File: config.mk
export PLATFORM = sky130hd
export DESIGN_NAME = trig_msg_gen_flat
export DESIGN_NICKNAME = d
export VERILOG_FILES = /design/src/rtl/trig_msg_gen_if.sv /design/src/rtl/trig_msg_gen.sv /design/src/flat_wrapper.sv
export SDC_FILE = /design/constraint.sdc
export NUM_CORES = 1
export LEC_CHECK = 0
export ABC_AREA = 1
export BUFFER_PORTS_ARGS = -buffer_cell sky130_fd_sc_hd__buf_2
export CAP_MARGIN = 20
export CORE_MARGIN = 8
export CORE_UTILIZATION = 59
export CTS_BUF_LIST = sky130_fd_sc_hd__clkbuf_4
export CTS_CLUSTER_DIAMETER = 50
export DETAILED_ROUTE_END_ITERATION = 12
export MAX_ROUTING_LAYER = met4
export PLACE_DENSITY = 0.83
export SETUP_SLACK_MARGIN = 0.15
export SLEW_MARGIN = 20
export SYNTH_ARGS = -nofsm -noshare
export SYNTH_HDL_FRONTEND = slang
export SYNTH_SLANG_ARGS = --single-unit
export TNS_END_PERCENT = 20
File: constraint.sdc
create_clock -name ifclk -period 3.4 [get_ports ifclk]
set_input_delay 0 -clock ifclk [delete_from_list [all_inputs] [get_ports ifclk]]
set_output_delay 0 -clock ifclk [all_outputs]
set_load 0.03 [all_outputs]
File: src/rtl/trig_msg_gen_if.sv
// Message stream carried from trig_msg_gen to its consumer (ready/valid).
interface trig_msg_gen_if;
   localparam int unsigned DATA_W = 32;

   logic [DATA_W-1:0] tdata;
   logic              tvalid;
   logic              tready;

   modport master (output tdata, output tvalid, input tready);
   modport slave  (input tdata, input tvalid, output tready);
endinterface

File: src/rtl/trig_msg_gen.sv
// Trigger message generator: coalesces per-beam trigger activity over a
// programmable window into one timestamped message, then enforces a hold-off.
module trig_msg_gen #(
   parameter int unsigned NBEAMS = 2
) (
   input  logic              ifclk,
   input  logic              ifclk_rst_i,
   input  logic [NBEAMS-1:0] trig_i,
   input  logic [NBEAMS-1:0] beam_mask_i,
   input  logic              enable_i,
   input  logic [3:0]        window_i,
   input  logic [7:0]        holdoff_i,
   input  logic              ts_clear_i,
   input  logic              drop_clr_i,
   trig_msg_gen_if.master    m,
   output logic [15:0]       dropped_o,
   output logic [15:0]       msg_count_o
);
   localparam int unsigned TS_W  = 16;
   localparam int unsigned CNT_W = 16;
   localparam int unsigned WIN_W = 4;
   localparam int unsigned HO_W  = 8;

   typedef enum logic [1:0] {IDLE, COLLECT, SEND, HOLDOFF} state_t;

   state_t            state;
   logic [TS_W-1:0]   ts;
   logic [TS_W-1:0]   tstamp;
   logic [NBEAMS-1:0] mtrig;
   logic [NBEAMS-1:0] mtrig_q;
   logic [NBEAMS-1:0] trig_edge;
   logic [NBEAMS-1:0] beams;
   logic [WIN_W-1:0]  wcnt;
   logic [HO_W-1:0]   hcnt;
   logic              busy_out;

   assign mtrig     = trig_i & ~beam_mask_i;
   assign trig_edge = mtrig & ~mtrig_q;
   assign busy_out  = (state == SEND) || (state == HOLDOFF);

   // Free-running timestamp and one-cycle trigger history for edge detection.
   always_ff @(posedge ifclk or posedge ifclk_rst_i) begin
      if (ifclk_rst_i) begin
         ts      <= '0;
         mtrig_q <= '0;
      end else begin
         ts      <= ts_clear_i ? '0 : ts + TS_W'(1);
         mtrig_q <= mtrig;
      end
   end

   // Lost-trigger counter: saturates, and a clear beats a coincident increment.
   always_ff @(posedge ifclk or posedge ifclk_rst_i) begin
      if (ifclk_rst_i) begin
         dropped_o <= '0;
      end else if (drop_clr_i) begin
         dropped_o <= '0;
      end else if (busy_out && (|trig_edge) && (dropped_o != '1)) begin
         dropped_o <= dropped_o + CNT_W'(1);
      end
   end

   // Message FSM: capture, coalesce for window_i+1 cycles, send, then hold off.
   always_ff @(posedge ifclk or posedge ifclk_rst_i) begin
      if (ifclk_rst_i) begin
         state       <= IDLE;
         m.tvalid    <= 1'b0;
         m.tdata     <= '0;
         msg_count_o <= '0;
         beams       <= '0;
         tstamp      <= '0;
         wcnt        <= '0;
         hcnt        <= '0;
      end else begin
         case (state)
            IDLE: begin
               if (enable_i && (|mtrig)) begin
                  state  <= COLLECT;
                  beams  <= mtrig;
                  tstamp <= ts;
                  wcnt   <= window_i;
               end
            end
            COLLECT: begin
               beams <= beams | mtrig;
               if (wcnt == '0) begin
                  state    <= SEND;
                  m.tvalid <= 1'b1;
                  m.tdata  <= {tstamp, TS_W'(beams | mtrig)};
               end else begin
                  wcnt <= wcnt - WIN_W'(1);
               end
            end
            SEND: begin
               if (m.tready) begin
                  m.tvalid    <= 1'b0;
                  msg_count_o <= msg_count_o + CNT_W'(1);
                  if (holdoff_i == '0) begin
                     state <= IDLE;
                  end else begin
                     state <= HOLDOFF;
                     hcnt  <= holdoff_i;
                  end
               end
            end
            HOLDOFF: begin
               // hcnt never reaches 0 here; <= 1 keeps the exit robust anyway.
               if (hcnt <= HO_W'(1)) begin
                  state <= IDLE;
               end else begin
                  hcnt <= hcnt - HO_W'(1);
               end
            end
            default: state <= IDLE;
         endcase
      end
   end
endmodule

File: src/flat_wrapper.sv
// flat-port wrapper written by rule: the top's interface ports become plain ports
module trig_msg_gen_flat 
#(
   parameter int unsigned NBEAMS = 2
)
  (ifclk, ifclk_rst_i, trig_i, beam_mask_i, enable_i, window_i, holdoff_i, ts_clear_i, drop_clr_i, dropped_o, msg_count_o, m_tdata, m_tvalid, m_tready);
  trig_msg_gen_if m_i ();
  input  logic ifclk;
  input  logic ifclk_rst_i;
  input  logic [NBEAMS-1:0] trig_i;
  input  logic [NBEAMS-1:0] beam_mask_i;
  input  logic enable_i;
  input  logic [3:0] window_i;
  input  logic [7:0] holdoff_i;
  input  logic ts_clear_i;
  input  logic drop_clr_i;
  output logic [15:0] dropped_o;
  output logic [15:0] msg_count_o;
  output wire logic [$bits(m_i.tdata)-1:0] m_tdata;
  output wire logic [$bits(m_i.tvalid)-1:0] m_tvalid;
  input wire logic [$bits(m_i.tready)-1:0] m_tready;
  assign m_tdata = m_i.tdata;
  assign m_tvalid = m_i.tvalid;
  assign m_i.tready = m_tready;
  trig_msg_gen #(.NBEAMS(NBEAMS)) u_core (.ifclk(ifclk), .ifclk_rst_i(ifclk_rst_i), .trig_i(trig_i), .beam_mask_i(beam_mask_i), .enable_i(enable_i), .window_i(window_i), .holdoff_i(holdoff_i), .ts_clear_i(ts_clear_i), .drop_clr_i(drop_clr_i), .m(m_i), .dropped_o(dropped_o), .msg_count_o(msg_count_o));
endmodule
# Yosys cells after proc, flatten, opt, wreduce, memory -nomap -nowiden
# Index checks and enable logic that the tools add are counted.
# classes
addsub	5
order_cmp	1
eq_ne	11
muxes	21
bitwise_logic	6
reduce_logical	21
# op_table
cell	n
$add 16x1->16 const B	3
$mux 16	3
$mux 8	3
$ne 16x16->1 const B	1
$pmux 8 s2	1
$mux 2	6
$ne 2x2->1 const B	5
$le 8x1->1 const B	1
$logic_not 8->1	1
$mux 4	2
$pmux 2 s4	1
$pmux 4 s2	1
$reduce_and 2->1	4
$reduce_and 4->1	2
$reduce_bool 2->1	4
$sub 8x1->8 const B	1
$reduce_and 3->1	2
$and 2x2->2	2
$eq 2x2->1 const B	2
$logic_not 4->1	1
$ne 2x1->1 const B	2
$not 2->2	2
$or 2x2->2	2
$pmux 2 s2	1
8 further kinds	12
# word_totals
reg_bits	115
in_bits	22
out_inout_bits	65
elab_cells	76

# Longest topological paths before layout
# Gate-level depths: netlist of the first run.
# depth
ltp_word	8
ltp_mapped	11
ltp_nobuf	10

# Worst setup path before layout of the first run
# OpenSTA, ideal clock, no wires.
# synth_timing
path_kind	register -> register
startpoint	register u_core.dropped_o[0]
endpoint	register u_core.dropped_o[2]
setup_ps	66
arrival_time_ps	1670
required_ps	3334
path_slack_ps	1664
stages_incl_launch_ff	11
n_path_buf	1
synth_period_minus_slack_ps	1736
cell_sequence	dfrtp_1 -> ha_1 -> nand3_2 -> inv_2 -> nand2_2 -> nor2_4 -> nor2_4 -> nor2_8 -> buf_6 -> nand2_1 -> nand2_1
# synth_between
elab_chain_cells	3
elab_cells_between_ends	6
cone_classes	1 x add/sub; 1 x eq/ne; 2 x mux; 2 x reduce/logical
# synth_rtl
item	line_no	rtl
start: declaration	trig_msg_gen.sv:16	output logic [15:0] dropped_o,
start signal: assignment	trig_msg_gen.sv:59	dropped_o <= dropped_o + CNT_W'(1);
$add 16x1->16 or $ne 16x16->1 (tied branches)	trig_msg_gen.sv:59, trig_msg_gen.sv:58	
$mux 16 or $logic_and 1x1->1 (tied branches)	trig_msg_gen.sv:58	end else if (busy_out && (|trig_edge) && (dropped_o != '1)) begin
$mux 16 or $reduce_bool 2->1 (tied branches)	--	
# Several ways; a longest one is shown, not always the timed one. The select of a mux whose other input is x is not followed.
# A chain may end at the register's enable or synchronous reset.

# Final worst setup path of the first run
# layout_timing
startpoint	input port beam_mask_i[0]
endpoint	register u_core.dropped_o[7]
# layout_between
elab_chain_cells	7
# layout_rtl
item	line_no	rtl
start: declaration	flat_wrapper.sv:11	input logic [NBEAMS-1:0] beam_mask_i;
$not 2->2	trig_msg_gen.sv:37	assign mtrig = trig_i & ~beam_mask_i;
$and 2x2->2	trig_msg_gen.sv:37	
named net u_core.mtrig[0]	trig_msg_gen.sv:29	logic [NBEAMS-1:0] mtrig;
$and 2x2->2	trig_msg_gen.sv:38	assign trig_edge = mtrig & ~mtrig_q;
$reduce_or 2->1	trig_msg_gen.sv:58	
$logic_and 1x1->1 (2 in a row)	trig_msg_gen.sv:58	
$reduce_bool 2->1 (no source line)	--	
# The timed path passes the listed nets, and every way through them passes these cells.

==> metrics.md, run 1 <==
| Metric | Value |
|---|---|
| Status | complete, no violations |
| Remaining DRCs | 0 |
| Clk Latency, worst-skew pair | 0.46 ns |
| Clock tree from TritonCTS | built |
| Final period demand of the worst path | 1.924 ns |
| Power per Cell Area | 571.2 nW/um^2 |
| Routed len/inst | 13.00 um |
| Slowest stage delay, CP | 0.55 ns |
| Count of input and output buffers | 72 |
| FF-to-FF End | u_core.wcnt[1] |
| Via count of the first global-routing pass | 4278 |
| Slew at the pin with the worst max-slew slack | 0.5580 ns |
| Top-Level Pins | 87 |
| Share of the yosys chip area belonging to registers | 0.4834 |
| Effective utilization at floorplan | 0.6025 |
| Period utilisation layout | 0.5659 |
| Maximum root-to-sink buffer count | 2 |
| Fraction of synthesized area in multiplexers | 0.006461 |
| Most frequent cells in the layout | nand2_1 (250), dfrtp_1 (101), buf_2 (72) |
| Post-route insts no fill | 879 |
| Wire length on met1 | 5194 um |
| Layout area overhead | 14.43% |
| Synth Area in Simple Gates | 0.3223 |
| Setup TNS | 0 ns |
| Clock-pin transition on the worst setup and hold timing paths | 0.15 ns |
| Largest clock skew in the final design | ~0.023 ns |
| # setup viols final | 0 |
| Top area cells in the synthesized netlist | dfrtp_1 (48%), nand2_1 (18%), inv_1 (4.7%) |
| Row count | 34 |
| Dpl hpwl | 8372 um |
| XOR/XNOR share of the synthesized area | 0.03183 |
| Setup bufs post-CTS | 0 |
| Adder-Cell Fraction of Synth Area | 0.01436 |
| Vertical extent of the die | roughly 110 um |
| Unrepaired setup endpoints after global routing | no |
| Post-Place Cells | 843 |
| Critical Path End Type | flip-flop |
| Via density | approximately 5.2 |
| Count of antenna-violating nets left after detailed routing | 0 |
| Final slew viol count | 0 |
| Maximum level of the CTS H-tree | 3 |
| Worst path most repeated cell | nand2_1 |
| Startpoint of the lowest-slack register-to-register path | u_core.state[1] |
| Die outline area | 12130 sq um |
| Achievable clock frequency | 519.7 MHz |
| Distinct cell type count after synthesis | 35 |
| Last weighted congestion value of the routability-driven placer | 0.9597 |
| Met2 WL | 5476 um |
| Worst Path Arrival | about 2.3 ns |
| Timing startpoint of the critical path | beam_mask_i[0] |
| Worst hold path class | in2reg |
| Required time of the critical path | 3.74 ns |
| Static Leak | 3.247 nW |
| Worst Setup Start Kind | input port |
| Hold Violations, Final | 0 |
| Worst setup endpoint | u_core.dropped_o[7] |
| Final wirelength | ~11000 um |
| Critical path type | in2reg |
| Fraction of final layout cells sized beyond drive strength 1 | 0.1543 |
| Post-synthesis compound-gate area fraction | 0.06006 |
| Yosys warns | 0 |
| Mean area per synthesized cell | approximately 7.8 sq um |
| Max-slew headroom | 0.6276 |
| Dominant cell type by area after synthesis | dfrtp_1 |
| Antenna violations before repair | 0 |
| TritonCTS buffer count | 9 |
| Worst reg-to-reg path cell count | 5 |
| Series of cell instances along the critical path | dlygate4sd3_1 -> buf_2 -> inv_1 -> nand2_1 -> dlygate4sd3_1 -> inv_1 -> nand2_1 -> nand2_1 -> nand2_1 -> nor2_4 -> nor2_8 -> nand2_1 -> nand2_1 |
| Top routing layer used | met4 |
| Number of antenna repair diodes | 0 |
| Placeable core region | 8678 sq um |
| Wire length on met3 | between 600 and 700 um |
| Count of state elements after synthesis | 101 |
| Max-cap violations | 0 |
| First-iteration detailed-routing DRC count | 206 |
| Net total in the final layout | 794 |
| TritonRoute pass-1 iters | 5 |
| CTS Root Buffer Type | clkbuf_4 |
| Slowest cell on the critical path | dlygate4sd3_1 |
| Maximum fanout along the worst path | 17 |
| Overflow after GRT | 0 |
| Die X-Extent | ~110 um |
| Fraction of post-synthesis cell area in the top cell type by area | 0.4834 |
| First-pass GRT wire length | between 15000 and 20000 um |
| Dominant combinational cell family by area after synthesis | simple AND/OR/NAND/NOR gates |
| Maximum number of pins on one net before global-route repair | 40 |
| Vias | approximately 4500 |
| Commonest non-fill, non-tap cell in the layout | nand2_1 |
| Post-synthesis instance area | 5229 sq um |
| Minimum setup slack among reg-to-reg paths | between 1 and 1.5 ns |
| Cells after synthesis | approximately 670 |
| Global-route total usage across every layer | 0.2018 |
| Sinks on Clock Net | 101 |
| Max IR drop VDD | roughly 0.37 mV |
==> Yosys cell counts (all sizes together) <==
library cell and instances:
nand2 255, dfrtp 101, nor2 74, inv 70
o21ai 40, nand3 27, buf 20, nand4 19
xor2 13, a21oi 9, nor3 7, ha 6
xnor2 6, o21bai 4, clkbuf 3, mux2 3
or2 3, a22o 2, nand3b 2, o211ai 2
a31oi 1, clkinv 1, conb 1, nor2b 1
nor3b 1
==> routing by layer <==
metal | global-route usage | vias up
met5 | - | -
met3 | 0.02733 | 12
met1 | 0.2632 | 2118
met4 | 0.06660 | 0
li1 | - | 2280
met2 | 0.3198 | 125
==> stage by stage <==
| step | hold slack (ns) | utilization | setup WS, ns | area (sq um) | power [mW] |
|---|---|---|---|---|---|
| 2_1_floorplan | 0.06521 | - | 0.7529 | 5278 | 2.468 |
| 3_3_place_gp | 0.05146 | 0.6494 | 1.658 | 5635 | 2.686 |
| 3_5_place_dp | 0.05748 | 0.6494 | 1.545 | 5635 | 2.745 |
| 4_1_cts | 0.01155 | 0.6894 | 1.484 | 5983 | 3.423 |
| 5_1_grt | 0.05871 | 0.6894 | 1.306 | 5983 | 3.633 |
| 6_report | 0.03375 | 0.6894 | 1.476 | 5983 | 3.417 |
==> registers in the layout, summed over array words and instances (netlist names), 4 cells and up <==
signal / cells
u_core.dropped_o: 16
u_core.hcnt: 8
u_core.m.tdata: 18
u_core.msg_count_o: 16
u_core.ts: 16
u_core.tstamp: 16
u_core.wcnt: 4
==> worst min-delay path by stage <==
stage | start | endpoint | slack (ns) | depth (start not counted)
after floorplan | ts_clear_i | u_core.ts[1] | 0.07 | 1
after global placement | ifclk_rst_i | u_core.msg_count_o[3] | 0.05 | 2
after detailed placement | ifclk_rst_i | u_core.msg_count_o[2] | 0.06 | 2
after CTS | trig_i[1] | u_core.m.tdata[1] | 0.01 | 5
after global routing | trig_i[1] | u_core.m.tdata[1] | 0.06 | 5
final | trig_i[1] | u_core.m.tdata[1] | 0.03 | 5
==> area by class of cell <==
class,instances,area [sq um]
flip-flops and latches,101,2527
clock buffers,9,67.56
multi-input cells,489,2327
fillers,688,2695
repair buffers,94,575.6
inverters,71,270.3
clock inverters,7,80.08
well taps,108,135.1
==> logic make-up (layout without fill, tap and decap cells) <==
family	after synthesis	in the layout
AO/OA/AOI/OAI	58	58
buffers and inverters	94	181
other	1	14
adder cells (fa/ha/maj)	6	6
flip-flops	101	101
XOR/XNOR	19	19
multiplexers	3	3
AND/OR/NAND/NOR	389	389
==> critical path: cells and delay by family <==
family / cells / cell delay [ns]
buffers and inverters: 5 / 1.36
AND/OR/NAND/NOR: 8 / 0.87
==> report_power, final <==
| group | switching, mW | leakage, nW | internal, mW |
|---|---|---|---|
| Clock | 0.427 | 0.0805 | 0.236 |
| Sequential | 0.180 | 1.35 | 1.40 |
| Combinational | 0.802 | 1.82 | 0.370 |
==> repair_timing <==
item | 4_1_cts | 5_1_grt
hold endpoints to repair | 78 | 0
hold buffers | 20 | 0
resized for setup | 0 | 0
Note: power is estimated with default switching activity, not from simulation.
==> inputs of run 2 (changes only) <==
--- a/config.mk
+++ b/config.mk
@@ -5,16 +5,16 @@
 export SDC_FILE = /design/constraint.sdc
 export NUM_CORES = 1
 export LEC_CHECK = 0
-export ABC_AREA = 1
+export ABC_AREA = 0
 export BUFFER_PORTS_ARGS = -buffer_cell sky130_fd_sc_hd__buf_2
 export CAP_MARGIN = 20
 export CORE_MARGIN = 8
-export CORE_UTILIZATION = 59
+export CORE_UTILIZATION = 52
 export CTS_BUF_LIST = sky130_fd_sc_hd__clkbuf_4
 export CTS_CLUSTER_DIAMETER = 50
 export DETAILED_ROUTE_END_ITERATION = 12
 export MAX_ROUTING_LAYER = met4
-export PLACE_DENSITY = 0.83
+export PLACE_DENSITY = 0.78
 export SETUP_SLACK_MARGIN = 0.15
 export SLEW_MARGIN = 20
 export SYNTH_ARGS = -nofsm -noshare
==> constraint.sdc (replaced) <==
create_clock -name ifclk -period 1.6 [get_ports ifclk]
set_input_delay 0 -clock ifclk [delete_from_list [all_inputs] [get_ports ifclk]]
set_output_delay 0 -clock ifclk [all_outputs]
set_load 0.03 [all_outputs]
==> metrics.md, run 2 <==
| Metric | Value |
|---|---|
| Status | complete, but fails checks (was complete, no violations) |
| Failing checks | setup timing |
| Top-Level Pins | 87 (unchanged) |
| Relative contribution of sequential cells to total power | 0.438 (was 0.463) |
| Cells after synthesis | 465 (was 671) |
| Fraction of post-synthesis cell area in the top cell type by area | 0.5102 (was 0.4834) |
| Mean area per synthesized cell | 10.65 sq um (was 7.792 sq um) |
| Via density | 5.681 (was 5.159) |
| CTS Root Buffer Type | clkbuf_4 (unchanged) |
| Dpl hpwl | 8381 um (was 8372 um) |
| Required time of the critical path | 2.02 ns (was 3.74 ns) |
| # setup viols final | 19 (was 0) |
| Net total in the final layout | 656 (was 794) |
| Most frequently used cell type in the post-synthesis netlist | dfrtp_1 (was nand2_1) |
| Vias | 4329 (was 4535) |
| Setup TNS | -1.984 ns (was 0 ns) |
| Largest clock skew in the final design | 0.02428 ns (was 0.02333 ns) |
| Fraction of final layout cells sized beyond drive strength 1 | 0.4218 (was 0.1543) |
| Count of state elements after synthesis | 101 (unchanged) |
| Power Total | 7.435 mW (was 3.417 mW) |
| Period utilisation layout | 1.123 |
| Antenna violations before repair | 0 (unchanged) |
| Number of antenna repair diodes | 0 (unchanged) |
| Clock-pin transition on the worst setup and hold timing paths | 0.17 ns (was 0.15 ns) |
| Count of antenna-violating nets left after detailed routing | 0 (unchanged) |
| Fraction of power spent switching nets | 0.3809 (was 0.4124) |
| Most flop-heavy register | u_core.m.tdata (unchanged) |
| First-pass GRT wire length | 21270 um (was 19330 um) |
| Row count | 35 (was 34) |
| Dominant cell type by area after synthesis | dfrtp_1 (unchanged) |
| Remaining DRCs | 0 (unchanged) |
| Share of the yosys chip area belonging to registers | 0.5102 (was 0.4834) |
| Max-cap violations | 0 (unchanged) |
| Most frequent cells in the layout | dfrtp_1 (99), buf_2 (73), buf_4 (69) (was nand2_1 (250), dfrtp_1 (101), buf_2 (72)) |
| Die outline area | 12910 sq um (was 12130 sq um) |
| Global-route total usage across every layer | 0.2050 (was 0.2018) |
| Critical path type | reg2reg (was in2reg) |
| Achievable clock frequency | 556.6 MHz |
| Maximum fanout along the worst path | 5 (was 17) |
| Worst Setup Start Kind | flip-flop (was input port) |
| Comb power frac | 0.387 (was 0.343) |
| Net Switching | 2.831 mW (was 1.409 mW) |
| Unrepaired setup endpoints after global routing | yes (was no) |
| Static Leak | 3.310 nW (was 3.247 nW) |
| Commonest non-fill, non-tap cell in the layout | dfrtp_1 (was nand2_1) |
| Distinct cell type count after synthesis | 60 (was 35) |
| Last weighted congestion value of the routability-driven placer | 0.8697 (was 0.9597) |
| Proportion of synthesized flip-flops having asynchronous set or reset | 1.000 (unchanged) |
| Post-synthesis instance area | 4954 sq um (was 5229 sq um) |
| Maximum level of the CTS H-tree | 3 (unchanged) |
| Synth cell count leaders | dfrtp_1 (101), nor2_1 (35), mux2_2 (34) (was nand2_1 (250), dfrtp_1 (101), inv_1 (66)) |
| Max-slew headroom | 0.6412 (was 0.6276) |
| Yosys warns | 0 (unchanged) |
| Least setup slack across all paths after layout | -0.1967 ns (was 1.476 ns) |
| Critical Path End Type | flip-flop (unchanged) |
| Die X-Extent | 113.6 um (was 110.1 um) |
| Final period demand of the worst path | between 1.5 and 2 ns |
| Top area cells in the synthesized netlist | dfrtp_1 (51%), mux2_2 (7.7%), a21oi_1 (2.8%) (was dfrtp_1 (48%), nand2_1 (18%), inv_1 (4.7%)) |
| Worst hold path class | in2reg (unchanged) |
| First-iteration detailed-routing DRC count | 278 (was 206) |
| Vertical extent of the die | 113.6 um (was 110.1 um) |
| Main flop type after synthesis | dfrtp_1 (unchanged) |
| DP Area | 5937 sq um (was 5635 sq um) |
| Max IR drop VDD | 0.8160 mV (was 0.3669 mV) |
| Util after Layout | 0.7326 (was 0.6894) |
| Part of the total power dissipated in the clock network | 0.175 (was 0.194) |
| Final slew viol count | 0 (unchanged) |
| Layout area overhead | 36.65% (was 14.43%) |
| TritonRoute pass-1 iters | 5 (unchanged) |
| Via count of the first global-routing pass | 4367 (was 4278) |
| Number of synthesized flops with an enable pin | 0 (unchanged) |
| Overflow after GRT | 0 (unchanged) |
| Slew at the pin with the worst max-slew slack | 0.5381 ns (was 0.5580 ns) |
| Maximum number of pins on one net before global-route repair | 102 (was 40) |
| Count of input and output buffers | 72 (unchanged) |
| Placeable core region | 9240 sq um (was 8678 sq um) |
| Sinks on Clock Net | 101 (unchanged) |
| Maximum root-to-sink buffer count | 2 (unchanged) |
| Clk Latency, worst-skew pair | 0.47 ns (was 0.46 ns) |
| TritonCTS buffer count | 9 (unchanged) |
| Worst Path Arrival | 2.21 ns (was 2.27 ns) |
| Total non-filler cell area in the finished layout | 6769 sq um (was 5983 sq um) |
| Routed len/inst | 17.65 um (was 13.00 um) |
| Internal Dissipation | 4.603 mW (was 2.008 mW) |
| Power per Cell Area | 1098 nW/um^2 (was 571.2 nW/um^2) |
| Clock tree from TritonCTS | built (unchanged) |
| Hold Violations, Final | 0 (unchanged) |
| Final wirelength | 13450 um (was 11430 um) |
| Max reg flops | 18 (unchanged) |
| Effective utilization at floorplan | 0.5361 (was 0.6025) |
## run 2: cell types whose count changed after synthesis, sizes merged, moves of 7 or more
cell	previous run	this run
o21ai	40	12
nor2	74	35
inv	70	12
clkbuf	3	10
a21oi	9	28
xnor2	6	16
or4	0	11
mux2	3	34
o31ai	0	8
and4	0	7
nand2	255	29
## run 2: cell type report
cell class	count	area, sq um
clock buffers	9	67.56
clock inverters	7	65.06
fillers	621	2471
inverters	12	48.80
multi-input cells	330	2643
flip-flops and latches	101	2530
well taps	129	161.4
repair buffers	174	1254
## run 2: logic make-up (layout without fill, tap and decap cells)
kind of cell,count (synthesis),after routing,synth area share
other,1,14,0.0007570
AOI/OAI and AO/OA,84,84,0.1137
adders and majority gates,6,6,0.01515
xor gates and xnor gates,26,26,0.04597
DFF,101,101,0.5102
buffers and inverters,47,202,0.05001
and+or+nand+nor,165,165,0.1849
muxes,35,35,0.07931
## run 2: power by group through the flow
stage	sequential (mW)	clock (mW)	combinational (mW)
2_1_floorplan	3.44	0	1.27
4_1_cts	3.22	1.34	2.65
5_1_grt	3.29	1.44	3.10
3_5_place_dp	3.24	0	2.32
6_report	3.25	1.30	2.88
3_3_place_gp	3.21	0	2.23
## run 2: per-stage QoR
| stage | std cells | hold slack, ns | worst slack (ns) |
|---|---|---|---|
| 5_1_grt | 762 | 0.08229 | -0.2812 |
| 2_1_floorplan | 478 | 0.1169 | -0.4422 |
| 6_report | 762 | 0.04596 | -0.1967 |
| 3_5_place_dp | 718 | 0.2062 | -0.1820 |
| 3_3_place_gp | 718 | 0.1984 | -0.1187 |
| 4_1_cts | 757 | 0.02640 | -0.1215 |
## run 2: metal layers
metal,vias to the layer above,wire (um),global-route usage
met2,143,6852,0.3432
met1,2171,5646,0.2475
met3,28,728,0.04543
li1,1987,-,-
met4,0,225,0.04796
met5,-,0,-
## run 2: what timing repair did
item                                   4_1_cts  5_1_grt
pin swaps                                   37       34
hold buffers                                20        0
buffers inserted                             2        4
gates cloned                                 1        1
resized for setup                           85       33
endpoints found under the hold margin      151        0
setup endpoints to repair                   75       81
## run 2: worst max-delay path, stage by stage (launching register included)
cell and delay, ns:
dfrtp_1 0.39, buf_4 0.11, buf_4 0.10, and3_1 0.19, o2111ai_2 0.15, buf_4 0.19
or4_4 0.48, a21oi_2 0.14
## run 2: path summary, 6_finish.rpt
| path | start | end | slack, ns | depth (start not counted) |
|---|---|---|---|---|
| max | u_core.dropped_o[1] | u_core.dropped_o[9] | -0.20 | 7 |
| min in group asynchronous | ifclk_rst_i | u_core.ts[15] | 0.19 | 4 |
| max in group asynchronous | ifclk_rst_i | u_core.msg_count_o[6] | 0.94 | 4 |
| max reg2reg | u_core.dropped_o[1] | u_core.dropped_o[9] | -0.20 | 7 |
| min reg2reg | u_core.msg_count_o[15] | u_core.msg_count_o[15] | 0.48 | 1 |
| min | trig_i[1] | u_core.m.tdata[1] | 0.05 | 4 |
==> inputs of run 3 (changes only) <==
--- a/config.mk
+++ b/config.mk
@@ -14,7 +14,7 @@
 export CTS_CLUSTER_DIAMETER = 50
 export DETAILED_ROUTE_END_ITERATION = 12
 export MAX_ROUTING_LAYER = met4
-export PLACE_DENSITY = 0.78
+export PLACE_DENSITY_LB_ADDON = 0.08
 export SETUP_SLACK_MARGIN = 0.15
 export SLEW_MARGIN = 20
 export SYNTH_ARGS = -nofsm -noshare
==> metrics.md, run 3 (same netlist as run 2, synthesis figures left out) <==
| Metric | Value |
|---|---|
| Maximum level of the CTS H-tree | 3 (unchanged) |
| # setup viols final | 14 (was 19) |
| Via count of the first global-routing pass | 4034 (was 4367) |
| Dpl hpwl | 8238 um (was 8381 um) |
| TritonRoute pass-1 iters | 4 (was 5) |
| Setup WS pre-CTS | -0.1944 ns (was -0.1820 ns) |
| Unrepaired setup endpoints after global routing | yes (unchanged) |
| Setup TNS | -1.112 ns (was -1.984 ns) |
| Worst reg-to-reg path cell count | 7 (unchanged) |
| Slew at the pin with the worst max-slew slack | 0.5741 ns (was 0.5381 ns) |
| Hold Violations, Final | 0 (unchanged) |
| Post-Place Cells | 720 (was 718) |
| Worst hold path class | in2reg (unchanged) |
| Slowest cell on the critical path | or4_4 (unchanged) |
| Die outline area | 12910 sq um (unchanged) |
| Maximum root-to-sink buffer count | 2 (unchanged) |
| Required time of the critical path | 2.00 ns (was 2.02 ns) |
| Minimum setup slack among reg-to-reg paths | -0.15 ns (was -0.20 ns) |
| Placeable core region | 9240 sq um (unchanged) |
| Power per Cell Area | 1082 nW/um^2 (was 1098 nW/um^2) |
| Last weighted congestion value of the routability-driven placer | 0.8314 (was 0.8697) |
| Most frequent cells in the layout | dfrtp_1 (99), buf_2 (72), buf_4 (67) (was dfrtp_1 (99), buf_2 (73), buf_4 (69)) |
| Net total in the final layout | 650 (was 656) |
| Maximum fanout along the worst path | 7 (was 5) |
| Layout area overhead | 34.53% (was 36.65%) |
| Die X-Extent | 113.6 um (unchanged) |
| Post-route insts no fill | 756 (was 762) |
| Sinks on Clock Net | 101 (unchanged) |
| Overflow after GRT | 0 (unchanged) |
| Final wirelength | 12250 um (was 13450 um) |
| Least setup slack across all paths after layout | -0.1487 ns (was -0.1967 ns) |
| Largest clock skew in the final design | 0.02530 ns (was 0.02428 ns) |
| Worst path most repeated cell | buf_4 (unchanged) |
| Most flop-heavy register | u_core.m.tdata (unchanged) |
| Clock-pin transition on the worst setup and hold timing paths | 0.17 ns (about the same) |
| CTS Root Buffer Type | clkbuf_4 (unchanged) |
| Remaining DRCs | 0 (unchanged) |
| Number of antenna repair diodes | 0 (unchanged) |
| Worst setup endpoint | u_core.dropped_o[9] (unchanged) |
| Timing startpoint of the critical path | u_core.dropped_o[1] (unchanged) |
| TritonCTS buffer count | 9 (unchanged) |
| Routed len/inst | 16.20 um (was 17.65 um) |
| Series of cell instances along the critical path | ha_2 -> nand4_1 -> buf_4 -> nor4_4 -> buf_4 -> or4_4 -> a21oi_2 (was buf_4 -> buf_4 -> and3_1 -> o2111ai_2 -> buf_4 -> or4_4 -> a21oi_2) |
| Final slew viol count | 0 (unchanged) |
| Clock tree from TritonCTS | built (unchanged) |
| Row count | 35 (unchanged) |
| Static Leak | 3.294 nW (was 3.310 nW) |
| Effective utilization at floorplan | 0.5361 (unchanged) |
| Global-route total usage across every layer | 0.1903 (was 0.2050) |
| First-pass GRT wire length | 19710 um (was 21270 um) |
| Count of antenna-violating nets left after detailed routing | 0 (unchanged) |
| Antenna violations before repair | 0 (unchanged) |
| Status | complete, but fails checks (unchanged) |
| Critical path type | reg2reg (unchanged) |
| Top-Level Pins | 87 (unchanged) |
| Worst Setup Start Kind | flip-flop (unchanged) |
| Achievable clock frequency | 571.8 MHz (was 556.6 MHz) |
| Period utilisation layout | 1.093 (was 1.123) |
| Commonest non-fill, non-tap cell in the layout | dfrtp_1 (unchanged) |
| Fraction of final layout cells sized beyond drive strength 1 | 0.4211 (was 0.4218) |
| Via density | 5.463 (was 5.681) |
| Worst Path Arrival | 2.15 ns (was 2.21 ns) |
| Max-cap violations | 0 (unchanged) |
| Max reg flops | 18 (unchanged) |
| Failing checks | setup timing (unchanged) |
| FF-to-FF End | u_core.dropped_o[9] (unchanged) |
| Maximum number of pins on one net before global-route repair | 102 (unchanged) |
| Startpoint of the lowest-slack register-to-register path | u_core.dropped_o[1] (unchanged) |
| Power Total | 7.210 mW (was 7.435 mW) |
| Final period demand of the worst path | 1.749 ns (was 1.797 ns) |
| Critical Path End Type | flip-flop (unchanged) |
| Vias | 4130 (was 4329) |
| Slowest stage delay, CP | 0.52 ns (was 0.48 ns) |
| First-iteration detailed-routing DRC count | 266 (was 278) |
| Clk Latency, worst-skew pair | 0.46 ns (was 0.47 ns) |
| Count of input and output buffers | 72 (unchanged) |
| Max IR drop VDD | 0.8098 mV (was 0.8160 mV) |
| Max-slew headroom | 0.6173 (was 0.6412) |
| Vertical extent of the die | 113.6 um (unchanged) |
[run 3: worst max-delay path: cells and delay by family (launching register included)]
family	cells	cell delay (ns)
fa+ha+maj	1	0.20
flops	1	0.42
buf+inv	2	0.31
simple gates	3	0.67
compound gates	1	0.12
[run 3: final cells by class]
class	instances	area (sq um)
Multi-Input combinational cell	330	2597
Fill cell	704	2576
Sequential cell	101	2530
Timing Repair Buffer	168	1197
Tap cell	129	161.4
Clock buffer	10	75.07
Clock inverter	6	53.80
Inverter	12	48.80
[run 3: what timing repair did]
| item | in CTS | in global routing |
|---|---|---|
| hold buffers | 18 | 0 |
| buffers inserted | 2 | 0 |
| hold endpoints to repair | 147 | 0 |
| pin swaps | 24 | 28 |
| endpoints found under the setup margin | 74 | 80 |
| resized for setup | 34 | 69 |
[run 3: how the worst min path moves through the flow]
| stage | startpoint | to | cells after the start |
|---|---|---|---|
| 2_1_floorplan | beam_mask_i[1] | u_core.mtrig_q[1] | 1 |
| 3_3_place_gp | ifclk_rst_i | u_core.wcnt[0] | 3 |
| 3_5_place_dp | ifclk_rst_i | u_core.hcnt[3] | 3 |
| 4_1_cts | beam_mask_i[1] | u_core.state[0] | 4 |
| 5_1_grt | holdoff_i[4] | u_core.hcnt[4] | 4 |
| 6_report | holdoff_i[5] | u_core.hcnt[5] | 4 |
[run 3: through the flow]
step	instance area [sq um]	hold WS (ns)	utilization
6_report	6664	0.03506	0.7212
5_1_grt	6664	0.04096	0.7212
4_1_cts	6390	0.01076	0.6915
3_5_place_dp	5927	0.2074	0.6414
3_3_place_gp	5927	0.2017	0.6414
2_1_floorplan	5006	0.1169	-
[run 3: per-layer routing]
metal | share of wire | routed length [um] | GRT usage | vias up
li1 | - | - | - | 1988
met1 | 0.47 | 5785 | 0.2576 | 2047
met2 | 0.48 | 5818 | 0.2852 | 87
met3 | 0.046 | 560 | 0.03011 | 8
met4 | 0.0068 | 83 | 0.06572 | 0
met5 | 0 | 0 | - | -
[run 3: power by group]
group / switching [mW] / leakage, nW / total, mW / internal [mW]
registers: 0.328 / 1.35 / 3.24 / 2.91
logic: 1.45 / 1.88 / 2.70 / 1.25
clock network: 0.910 / 0.0695 / 1.28 / 0.366
